`src/rtl/instr_fetch_unit_if.sv`:
```
// -----------------------------------------------------------------------------
// instr_fetch_unit_if
//   Bundles the memory read port, the PC redirect input and the instruction
//   valid/ready handshake of the multicycle instruction fetch engine.
//
//   master : the fetch unit itself (drives memread/adr and the instruction)
//   slave  : the environment (memory, branch logic, decoder)
//
//   memdata     MEMW   read data, valid while memack is high
//   memack      1      memory completes the current read
//   memread     1      read request, held until memack
//   adr         WIDTH  byte address of the current beat
//   redirect    1      load redirect_pc, abort current fetch
//   redirect_pc WIDTH  redirect target
//   instr_valid 1      instr/instr_pc/pc_next valid
//   instr_ready 1      consumer accepts the instruction
//   instr       32     assembled instruction
//   instr_pc    WIDTH  byte address of instr
//   pc_next     WIDTH  instr_pc + 4
// -----------------------------------------------------------------------------
interface instr_fetch_unit_if #(
  parameter int WIDTH = 8,
  parameter int MEMW  = 8
);
  logic [MEMW-1:0]  memdata;
  logic             memack;
  logic             memread;
  logic [WIDTH-1:0] adr;
  logic             redirect;
  logic [WIDTH-1:0] redirect_pc;
  logic             instr_valid;
  logic             instr_ready;
  logic [31:0]      instr;
  logic [WIDTH-1:0] instr_pc;
  logic [WIDTH-1:0] pc_next;

  modport master (
    input  memdata, memack, redirect, redirect_pc, instr_ready,
    output memread, adr, instr_valid, instr, instr_pc, pc_next
  );

  modport slave (
    output memdata, memack, redirect, redirect_pc, instr_ready,
    input  memread, adr, instr_valid, instr, instr_pc, pc_next
  );
endinterface

```
`src/rtl/instr_fetch_unit.sv`:
```
// -----------------------------------------------------------------------------
// instr_fetch_unit
//   Multicycle instruction fetch engine. Assembles a 32-bit instruction from a
//   MEMW-bit memory port over BEATS = 32/MEMW reads, tolerating wait states,
//   and presents it through a valid/ready handshake. A redirect loads a new
//   PC and aborts any fetch in progress.
//
//   Ports:
//     clk    rising-edge clock
//     reset  asynchronous, active-low reset
//     bus    instr_fetch_unit_if.master (memory port, redirect, handshake)
// -----------------------------------------------------------------------------
module instr_fetch_unit #(
  parameter int               WIDTH    = 8,
  parameter int               MEMW     = 8,
  parameter logic [WIDTH-1:0] RESET_PC = '0
) (
  input  logic                  clk,
  input  logic                  reset,
  instr_fetch_unit_if.master    bus
);

  localparam int BEATS = 32 / MEMW;
  localparam int BW    = (BEATS > 1) ? $clog2(BEATS) : 1;
  localparam int STEP  = MEMW / 8;

  localparam logic [1:0] ST_IDLE  = 2'd0;
  localparam logic [1:0] ST_FETCH = 2'd1;
  localparam logic [1:0] ST_HOLD  = 2'd2;

  localparam logic [BW-1:0] LAST_BEAT = BW'(BEATS - 1);

  logic [1:0]       state_q, state_d;
  logic [WIDTH-1:0] pc_q, pc_d;
  logic [BW-1:0]    beat_q, beat_d;
  logic [31:0]      instr_q, instr_d;
  logic [WIDTH-1:0] beat_off_s;

  // Next-state logic: FSM transitions, beat assembly and PC update.
  always_comb begin
    state_d = state_q;
    pc_d    = pc_q;
    beat_d  = beat_q;
    instr_d = instr_q;
    case (state_q)
      ST_IDLE: begin
        // Redirect is deliberately ignored here: the first fetch always
        // starts at the reset PC.
        state_d = ST_FETCH;
      end
      ST_FETCH: begin
        if (bus.redirect) begin
          // Any beat completing in this cycle is dropped.
          pc_d    = bus.redirect_pc;
          beat_d  = '0;
          state_d = ST_FETCH;
        end else if (bus.memack) begin
          for (int b = 0; b < BEATS; b++) begin
            if (beat_q == BW'(b)) begin
              instr_d[b*MEMW +: MEMW] = bus.memdata;
            end else begin
              instr_d[b*MEMW +: MEMW] = instr_q[b*MEMW +: MEMW];
            end
          end
          if (beat_q == LAST_BEAT) begin
            beat_d  = '0;
            state_d = ST_HOLD;
          end else begin
            beat_d  = beat_q + BW'(1);
            state_d = ST_FETCH;
          end
        end else begin
          state_d = ST_FETCH;
        end
      end
      ST_HOLD: begin
        if (bus.redirect) begin
          // Counts as acceptance if instr_ready is also high; the redirect
          // target replaces the sequential pc + 4.
          pc_d    = bus.redirect_pc;
          beat_d  = '0;
          state_d = ST_FETCH;
        end else if (bus.instr_ready) begin
          pc_d    = pc_q + WIDTH'(4);
          state_d = ST_FETCH;
        end else begin
          state_d = ST_HOLD;
        end
      end
      default: begin
        // Unreachable encoding: restart cleanly from IDLE.
        state_d = ST_IDLE;
        beat_d  = '0;
      end
    endcase
  end

  // State registers with asynchronous active-low reset.
  always_ff @(posedge clk or negedge reset) begin
    if (!reset) begin
      state_q <= ST_IDLE;
      pc_q    <= RESET_PC;
      beat_q  <= '0;
      instr_q <= 32'h0000_0000;
    end else begin
      state_q <= state_d;
      pc_q    <= pc_d;
      beat_q  <= beat_d;
      instr_q <= instr_d;
    end
  end

  // Byte offset of the current beat within the instruction word.
  always_comb begin
    beat_off_s = WIDTH'(beat_q) * WIDTH'(STEP);
  end

  // Outputs decode registered state only, so no input reaches an output
  // combinationally.
  assign bus.memread     = (state_q == ST_FETCH);
  assign bus.instr_valid = (state_q == ST_HOLD);
  assign bus.adr         = pc_q + beat_off_s;
  assign bus.instr       = instr_q;
  assign bus.instr_pc    = pc_q;
  assign bus.pc_next     = pc_q + WIDTH'(4);

endmodule

```
`src/flat_wrapper.sv`:
```
// flat-port wrapper written by rule: the top's interface ports become plain ports
module instr_fetch_unit_flat 
#(
  parameter int               WIDTH    = 8,
  parameter int               MEMW     = 8,
  parameter logic [WIDTH-1:0] RESET_PC = '0
)
  (clk, reset, bus_memdata, bus_memack, bus_redirect, bus_redirect_pc, bus_instr_ready, bus_memread, bus_adr, bus_instr_valid, bus_instr, bus_instr_pc, bus_pc_next);
  instr_fetch_unit_if #(.WIDTH(WIDTH), .MEMW(MEMW)) bus_i ();
  input  logic clk;
  input  logic reset;
  input wire logic [$bits(bus_i.memdata)-1:0] bus_memdata;
  input wire logic [$bits(bus_i.memack)-1:0] bus_memack;
  input wire logic [$bits(bus_i.redirect)-1:0] bus_redirect;
  input wire logic [$bits(bus_i.redirect_pc)-1:0] bus_redirect_pc;
  input wire logic [$bits(bus_i.instr_ready)-1:0] bus_instr_ready;
  output wire logic [$bits(bus_i.memread)-1:0] bus_memread;
  output wire logic [$bits(bus_i.adr)-1:0] bus_adr;
  output wire logic [$bits(bus_i.instr_valid)-1:0] bus_instr_valid;
  output wire logic [$bits(bus_i.instr)-1:0] bus_instr;
  output wire logic [$bits(bus_i.instr_pc)-1:0] bus_instr_pc;
  output wire logic [$bits(bus_i.pc_next)-1:0] bus_pc_next;
  assign bus_i.memdata = bus_memdata;
  assign bus_i.memack = bus_memack;
  assign bus_i.redirect = bus_redirect;
  assign bus_i.redirect_pc = bus_redirect_pc;
  assign bus_i.instr_ready = bus_instr_ready;
  assign bus_memread = bus_i.memread;
  assign bus_adr = bus_i.adr;
  assign bus_instr_valid = bus_i.instr_valid;
  assign bus_instr = bus_i.instr;
  assign bus_instr_pc = bus_i.instr_pc;
  assign bus_pc_next = bus_i.pc_next;
  instr_fetch_unit #(.WIDTH(WIDTH), .MEMW(MEMW), .RESET_PC(RESET_PC)) u_core (.clk(clk), .reset(reset), .bus(bus_i));
endmodule
```
`config.mk`:
```
export PLATFORM = sky130hd
export DESIGN_NAME = instr_fetch_unit_flat
export DESIGN_NICKNAME = d
export VERILOG_FILES = /design/src/rtl/instr_fetch_unit_if.sv /design/src/rtl/instr_fetch_unit.sv /design/src/flat_wrapper.sv
export SDC_FILE = /design/constraint.sdc
export NUM_CORES = 1
export LEC_CHECK = 0
export ABC_AREA = 1
export CORE_MARGIN = 4
export CORE_UTILIZATION = 46
export CTS_BUF_LIST = sky130_fd_sc_hd__clkbuf_2
export DETAILED_ROUTE_END_ITERATION = 10
export GPL_TIMING_DRIVEN = 0
export PLACE_DENSITY = 0.89
export SKIP_CTS_REPAIR_TIMING = 1
export SLEW_MARGIN = 20
export SYNTH_ARGS = -nofsm -noshare
export SYNTH_HDL_FRONTEND = slang
export SYNTH_SLANG_ARGS = --single-unit
```
`constraint.sdc`:
```
create_clock -name clk -period 2.1 [get_ports clk]
set_clock_uncertainty 0.1 [all_clocks]
set_input_delay 0.21 -clock clk [delete_from_list [all_inputs] [get_ports clk]]
set_output_delay 0.21 -clock clk [all_outputs]
set_load 0.02 [all_outputs]
```
-- Yosys cells after proc, flatten, opt, wreduce, memory -nomap -nowiden
Index checks and enable logic that the tools add are counted.
- memory bits (writable): 0
- input port bits: 21
- memories kept: 0
- memory bits (read-only): 0
- bits in registers: 44
- bits in latches: 0
- output and inout port bits: 58
- equality and inequality tests: 9
- divide/modulo/power cells: 0
- $add $sub $neg: 3
- multiplexer cells: 15
- shifts and indexed selects: 0
- magnitude comparators: 0
- $mul: 0
- reductions and logical operators: 9
- bitwise logic cells: 2
- operator list (operator ; count):
    2-to-1 mux 8 bit ; 3
    2-to-1 mux 2 bit ; 9
    one-hot mux 8 bit (2 select lines) ; 1
    AND reduction 4 bit ; 4
    one-hot mux 2 bit (3 select lines) ; 2
    adder 8 x 2 -> 8 bit ; 1
    adder 8 x 3 -> 8 bit, second input constant ; 1
    == test 2 bit, second input constant ; 3
    inequality test 3 bit, second input constant ; 2
    AND reduction 3 bit ; 2
    == test 2 x 1 -> 1 bit, second input constant ; 2
    zero test 2 bit ; 2
    inequality test 2 bit, second input constant ; 2
    adder 2 x 1 -> 2 bit, second input constant ; 1
    NOT 1 bit ; 2
    nonzero test 2 bit ; 1

-- Logic depth before layout (Yosys ltp)
Gate-level depths: netlist of run 1.
- word-level depth: 5
- depth in mapped cells: 8
- gate-level depth less buffers: 8

-- Worst setup path before layout of run 1
OpenSTA, ideal clock, no wires.
- kind: register to output
- start point: register u_core.pc_q[0], in the netlist u_core.bus.instr_pc[0]
- end point: output port bus_adr[6]
- arrival time: 1.691 ns
- stages on the path, launching flop included: 4
- setup slack: 0.099 ns
- path buffers: 0
- cells stage by stage: dfrtp_1 -> ha_1 -> fa_1 -> o21ai_0
- longest elaborated chain between the ends: 1
- RTL lines (item ; RTL line ; source):
    start, declared ; instr_fetch_unit.sv:34 ; logic [WIDTH-1:0] pc_q, pc_d;
    start signal, assigned ; instr_fetch_unit.sv:107 ; pc_q <= pc_d;
    adder 8 x 2 -> 8 bit ; instr_fetch_unit.sv:122 ; assign bus.adr = pc_q + beat_off_s;
    end, declared ; flat_wrapper.sv:18 ; output wire logic [$bits(bus_i.adr)-1:0] bus_adr;
No other way between the ends.

-- Worst setup path after layout of run 1
- start point: register u_core.pc_q[0], in the netlist u_core.bus.instr_pc[0]
- end point: output port bus_adr[4]
Same word-level chain as after synthesis.

==> results.txt, run 1 <==
initial core utilization = 47.23%
library cells used by synthesis = 23
Die Span X = 77.64 um
Synth Register Bits = 44
Core Rows = 25
endpoint class of the critical path = output port
total number of H-tree levels = 2
filler cell count in the final layout = 366
global-route usage over all layers = 18.28%
critical path arrival = 1.87 ns
critical path fanouts, max = 4
EDFF count, synth = 0
fmax = 0.4577 GHz
fin util = 69.35%
GP Congestion = 0.8362
antenna violations before repair = 0
Min Hold Slack = 0.1201 ns
total grt overflow = 0
TNS Setup = -0.1521 ns
first-pass GRT wire length = 8.797 mm
Core Area = 0.004723 mm^2
vias = 1,960
Post-Synthesis Cells = 240
Routed WL = 5.625 mm
Slew Viols, Final = 0
Boundary Pins = 79
RSZ-0062 raised after global routing = yes
final net count = 365
Slew @ Worst Pin = 0.3622 ns
CP startpoint kind = flop
synthesized area = 0.002231 mm^2
worst path required time = 1.79 ns
# setup viols final = 2
port bufs = 78
Wirelength per Cell = 14.10 um
Synth top area share = 49.36%
drt first pass iters = 4
Detailed Place HPWL = 4.273 mm
Mapped Avg Cell Area = 9.295 um^2
R2R setup slack = 0.41 ns
HP Class = in2async
dominant cells by area after synthesis = dfrtp_1 49%, nand2_1 12%, o21ai_2 6.7%, ha_1 6.2%, inv_1 4.0%
failing checks = setup timing
post-synthesis sequential area ratio = 49.36%
ys async rst share = 100.0%
Reg2Reg Capture Point = u_core.bus.instr[31]
vias in the first global route = 1,883
top_reg_cell synth = dfrtp_1
Rel. slew slack = 75.60%
min Tclk post-route = 2.185 ns
CTS buffer count = 5
layout cells sized above 1 = 20.18%
Lkg Pwr = 1.679 nW
synth warn = 0
clk buf depth = 2
Max-Cap Viols = 0
r2r startpoint = u_core.state_q[1]
Die H = 77.64 um
Clk Tree Root Cell = clkbuf_2
diodes inserted = 0
via-per-instance ratio = 4.912
largest area contributor in the netlist = dfrtp_1
CTS Sinks = 44
largest net degree at the start of global routing = 31
antenna-violating nets left = 0
overall die area = 0.006028 mm^2
Reg2Reg Depth = 8
status = finished with violations
TritonCTS clock tree = done
Final Hold Vio Count = 0
Synth Net Count = 273
clk_lat worst skew = 0.40 ns
critical setup path kind = reg2out
clock-pin slew on the worst setup and hold paths = 0.22 ns
worst setup margin = -0.08468 ns
Area growth syn-to-layout = 46.83%
Residual DRC = 0
Starting DRT DRC Count = 87
fin crit share = 104.0%
power density cells = 1559 mW/mm^2
Max VDD drop = 0.8047 mV
## worst max-delay path, stage by stage, from the launching register on
cell and delay [ns]:
dfrtp_1 0.43, ha_2 0.22, fa_2 0.39, mux2_2 0.29, buf_4 0.16
## area by class of cell
type | count | area (um^2) | share of cell area [%]
sequential | 44 | 1110 | 33.88
multi-input combinational | 165 | 1007 | 30.75
timing repair buffer | 85 | 835.8 | 25.52
inverter | 25 | 93.84 | 2.865
tap | 67 | 83.83 | 2.559
clock inverter | 2 | 60.06 | 1.833
buffer | 6 | 60.06 | 1.833
clock buffer | 5 | 25.02 | 0.7639
## per-layer routing
layer  vias to the layer above  global-route usage [%]  share of wire (%)
li1                        948                       -                  -
met1                       934                   22.21                 42
met2                        70                   31.16                 50
met3                         8                   4.872                6.5
met4                         0                   6.406                1.4
met5                         -                       0                  0
## state kept, by name, summed over array words and instances, names as in the netlist
signal / cells
u_core.state_q: 2
u_core.bus.instr: 32
u_core.bus.instr_pc: 8
u_core.beat_q: 2
## report_power, final
part           switching (mW)  internal, mW
Combinational            1.62          1.37
Sequential              0.304          1.24
Clock                   0.257         0.315
Total                    2.18          2.92
## through the flow
stage | std cells | power [mW] | cell area (um^2) | setup slack [ns]
floorplan | 240 | 3.108 | 2231 | 0.09949
global placement | 385 | 4.424 | 3095 | -0.3761
detailed placement | 386 | 4.531 | 3110 | -0.2492
CTS | 393 | 5.107 | 3196 | -0.7080
global route | 399 | 5.399 | 3276 | -0.1751
finish | 399 | 5.106 | 3276 | -0.08468
## Yosys cell counts, types with 2 or more instances
| master | n |
|---|---|
| xor2_1 | 5 |
| nor2_1 | 14 |
| inv_1 | 24 |
| nand2_4 | 5 |
| buf_4 | 2 |
| o21ai_2 | 17 |
| buf_6 | 4 |
| nand2_1 | 69 |
| o21ai_1 | 15 |
| o21ai_0 | 10 |
| nand3_1 | 10 |
| ha_1 | 11 |
| dfrtp_1 | 44 |
## cells in the final DEF (no fill, tap or decap), drive strengths merged, types with 2 or more instances in the layout
cell type	n
o21ai	42
ha	11
dfrtp	44
inv	25
buf	18
nand2	74
clkdlybuf4s50	62
dlymetal6s2s	8
xor2	5
nand3	11
bufinv	2
a21oi	2
clkbuf	7
nor2	15
## worst max-delay path by stage
stage	from	end	slack [ns]	cells after the start
final	u_core.bus.instr_pc[0]	bus_adr[4]	-0.08	4
after global routing	u_core.bus.instr_pc[3]	bus_adr[6]	-0.18	7
after CTS	u_core.beat_q[0]	bus_adr[6]	-0.71	4
after detailed placement	u_core.beat_q[0]	bus_adr[6]	-0.25	4
after global placement	reset	u_core.bus.instr[28]	-0.38	1
after floorplan	u_core.bus.instr_pc[0]	bus_adr[6]	0.1	3
## cells by family (layout without fill, tap and decap cells)
group / Yosys count / in the layout / synth area share [%]
AO/OA/AOI/OAI: 46 / 46 / 13.85
XOR/XNOR: 5 / 5 / 1.963
adder cells (fa/ha/maj): 12 / 12 / 7.067
buffers and inverters: 31 / 123 / 6.898
flip-flops: 44 / 44 / 49.36
multiplexers: 1 / 1 / 0.5047
AND/OR/NAND/NOR: 101 / 101 / 20.36
Power figures use the tool's default switching activity.
==> inputs of run 2 (changes only) <==
PLACE_DENSITY = 0.87   (was 0.89)
==> run 2 against run 1 <==
The run still ends with setup timing left. Combinational power increased by 3%. Routed wire length increased by 3.4%. Hold slack got worse by 0.0065 ns. Maximum frequency decreased by 4.8%. Worst setup slack got worse by 0.11 ns. Flip-flop and latch count unchanged. Via count decreased by 0.20%. Critical path type unchanged.
==> results.txt, run 2 (synthesized netlist as in run 1, its figures left out) <==
Routed WL = 5.819 mm (+3.4%)
Clk Tree Root Cell = clkbuf_2
global-route usage over all layers = 19.62% (+1.3 points)
antenna violations before repair = 0 (unchanged)
initial core utilization = 47.23% (unchanged)
Max VDD drop = 0.8186 mV (+1.7%)
critical path arrival = 1.99 ns (+0.12 ns)
RSZ-0062 raised after global routing = yes
HP Class = in2async
status = finished with violations
Final Hold Vio Count = 0 (unchanged)
power density cells = 1541 mW/mm^2 (-1.1%)
first-pass GRT wire length = 9.280 mm (+5.5%)
clk buf depth = 2 (unchanged)
GP Congestion = 0.8108 (-3.0%)
TritonCTS clock tree = done
worst path required time = 1.79 ns (about the same)
clock-pin slew on the worst setup and hold paths = 0.25 ns (+0.03 ns)
Finished Layout Cells = 404 (+1.3%)
drt first pass iters = 4 (unchanged)
Slew Viols, Final = 0 (unchanged)
max reg flops = 32 (unchanged)
total grt overflow = 0 (unchanged)
Crit. Startpoint = u_core.beat_q[0]
fmax = 0.4356 GHz (-4.8%)
vias in the first global route = 1,922 (+2.1%)
vias = 1,956 (-0.20%)
critical path fanouts, max = 4 (unchanged)
largest net degree at the start of global routing = 27 (-13%)
failing checks = setup timing
CTS Sinks = 44 (unchanged)
Die H = 77.64 um (unchanged)
diodes inserted = 0 (unchanged)
crit path capture = bus_adr[4]
Residual DRC = 0 (unchanged)
endpoint class of the critical path = output port
cells along the critical path = ha_2 > fa_2 > mux2_2 > buf_2
layout cells sized above 1 = 22.26% (+2.1 points)
clk_lat worst skew = 0.42 ns (+0.02 ns)
CTS buffer count = 5 (unchanged)
Core Area = 0.004723 mm^2 (unchanged)
total number of H-tree levels = 2 (unchanged)
fin crit share = 109.3% (+5.3 points)
Die Span X = 77.64 um (unchanged)
Crit path depth = 4 (unchanged)
min Tclk post-route = 2.296 ns (+0.1110 ns)
Tot Pwr = 5.105 mW (about the same)
CP startpoint kind = flop
# setup viols final = 4 (+2)
most frequent cells in the layout = 69 x nand2_1, 60 x clkdlybuf4s50_1, 38 x dfrtp_1
Lkg Pwr = 1.704 nW (+1.5%)
CP delay by family, top = adder cells
Detailed Place HPWL = 4.248 mm (-0.59%)
Reg2Reg Capture Point = u_core.bus.instr[5]
final net count = 369 (+1.1%)
Max-Cap Viols = 0 (unchanged)
worst setup margin = -0.1957 ns (-0.1110 ns)
overall die area = 0.006028 mm^2 (unchanged)
fin util = 70.12% (+0.77 points)
Critical path buffers and inverters = 1 (unchanged)
commonest non-fill, non-tap cell in the layout = nand2_1
critical setup path kind = reg2out
TNS Setup = -0.5166 ns (-0.3645 ns)
r2r startpoint = u_core.state_q[1]
port bufs = 78 (unchanged)
Boundary Pins = 79 (unchanged)
Area growth syn-to-layout = 48.46%
Crit-path slowest cell = dfrtp_2
Reg2Reg Depth = 8 (unchanged)
Core Rows = 25 (unchanged)
antenna-violating nets left = 0 (unchanged)
R2R setup slack = 0.42 ns (about the same)
Cells after DPL = 386 (unchanged)
Starting DRT DRC Count = 106 (+22%)
via-per-instance ratio = 4.842 (-1.4%)
Rel. slew slack = 68.90% (-6.7 points)
Slew @ Worst Pin = 0.4665 ns (+0.1043 ns)
Wirelength per Cell = 14.40 um (+2.2%)
slowest cell delay on critical path = 0.49 ns (+0.06 ns)
[run 2: cell count changes in the layout (fill, tap and decap cells not counted), moves of 2 or more]
| cell | delta |
|---|---|
| buf_4 | +6 |
| o21ai_0 | -2 |
| nor2_2 | +2 |
| clkdlybuf4s50_1 | -2 |
| nor2_1 | -2 |
[run 2: final cells by class]
cell class,instances,area [um^2]
buffer,6,60.06
clock buffer,5,25.02
clock inverter,3,42.54
fill,356,1411
inverter,25,93.84
multi-input combinational,165,1023
sequential,44,1109
tap,67,83.83
timing repair buffer,89,874.6
[run 2: per-layer routing]
| metal | up-vias | global-route usage, % | routed length (um) |
|---|---|---|---|
| met3 | 15 | 4.524 | 242 |
| met2 | 57 | 34.76 | 3129 |
| li1 | 952 | - | - |
| met1 | 932 | 22.80 | 2310 |
| met5 | - | 0 | 0 |
| met4 | 0 | 7.651 | 136 |
[run 2: worst min path at each step]
stage | to | slack, ns | cells after the start
6_report | u_core.bus.instr[17] | 0.11 | 2
5_1_grt | u_core.bus.instr[17] | 0.11 | 2
4_1_cts | u_core.beat_q[0] | -0.43 | 1
3_5_place_dp | u_core.bus.instr[17] | 0.09 | 1
3_3_place_gp | u_core.bus.instr[4] | 0.36 | 2
2_1_floorplan | u_core.beat_q[0] | -0.19 | 0
[run 2: worst reg2reg max path: stages (launching register included)]
cell and delay (ns):
dfrtp_1 0.45, inv_1 0.09, ha_1 0.27, nand2_4 0.11, nor2_8 0.17, nand2_4 0.11
buf_6 0.16, nand2_1 0.07, o21ai_2 0.05
[run 2: metrics by stage]
step | area [um^2] | hold WS (ns) | worst slack (ns)
4_1_cts | 3178 | -0.4297 | -0.7743
5_1_grt | 3312 | 0.1130 | -0.2880
3_3_place_gp | 3095 | 0.3639 | -0.4278
6_report | 3312 | 0.1136 | -0.1957
2_1_floorplan | 2231 | -0.1856 | 0.09949
3_5_place_dp | 3110 | 0.08598 | -0.2288
[run 2: power breakdown]
group          internal, mW  switching, mW
sequential             1.24          0.286
clock                 0.200          0.296
combinational          1.43           1.66
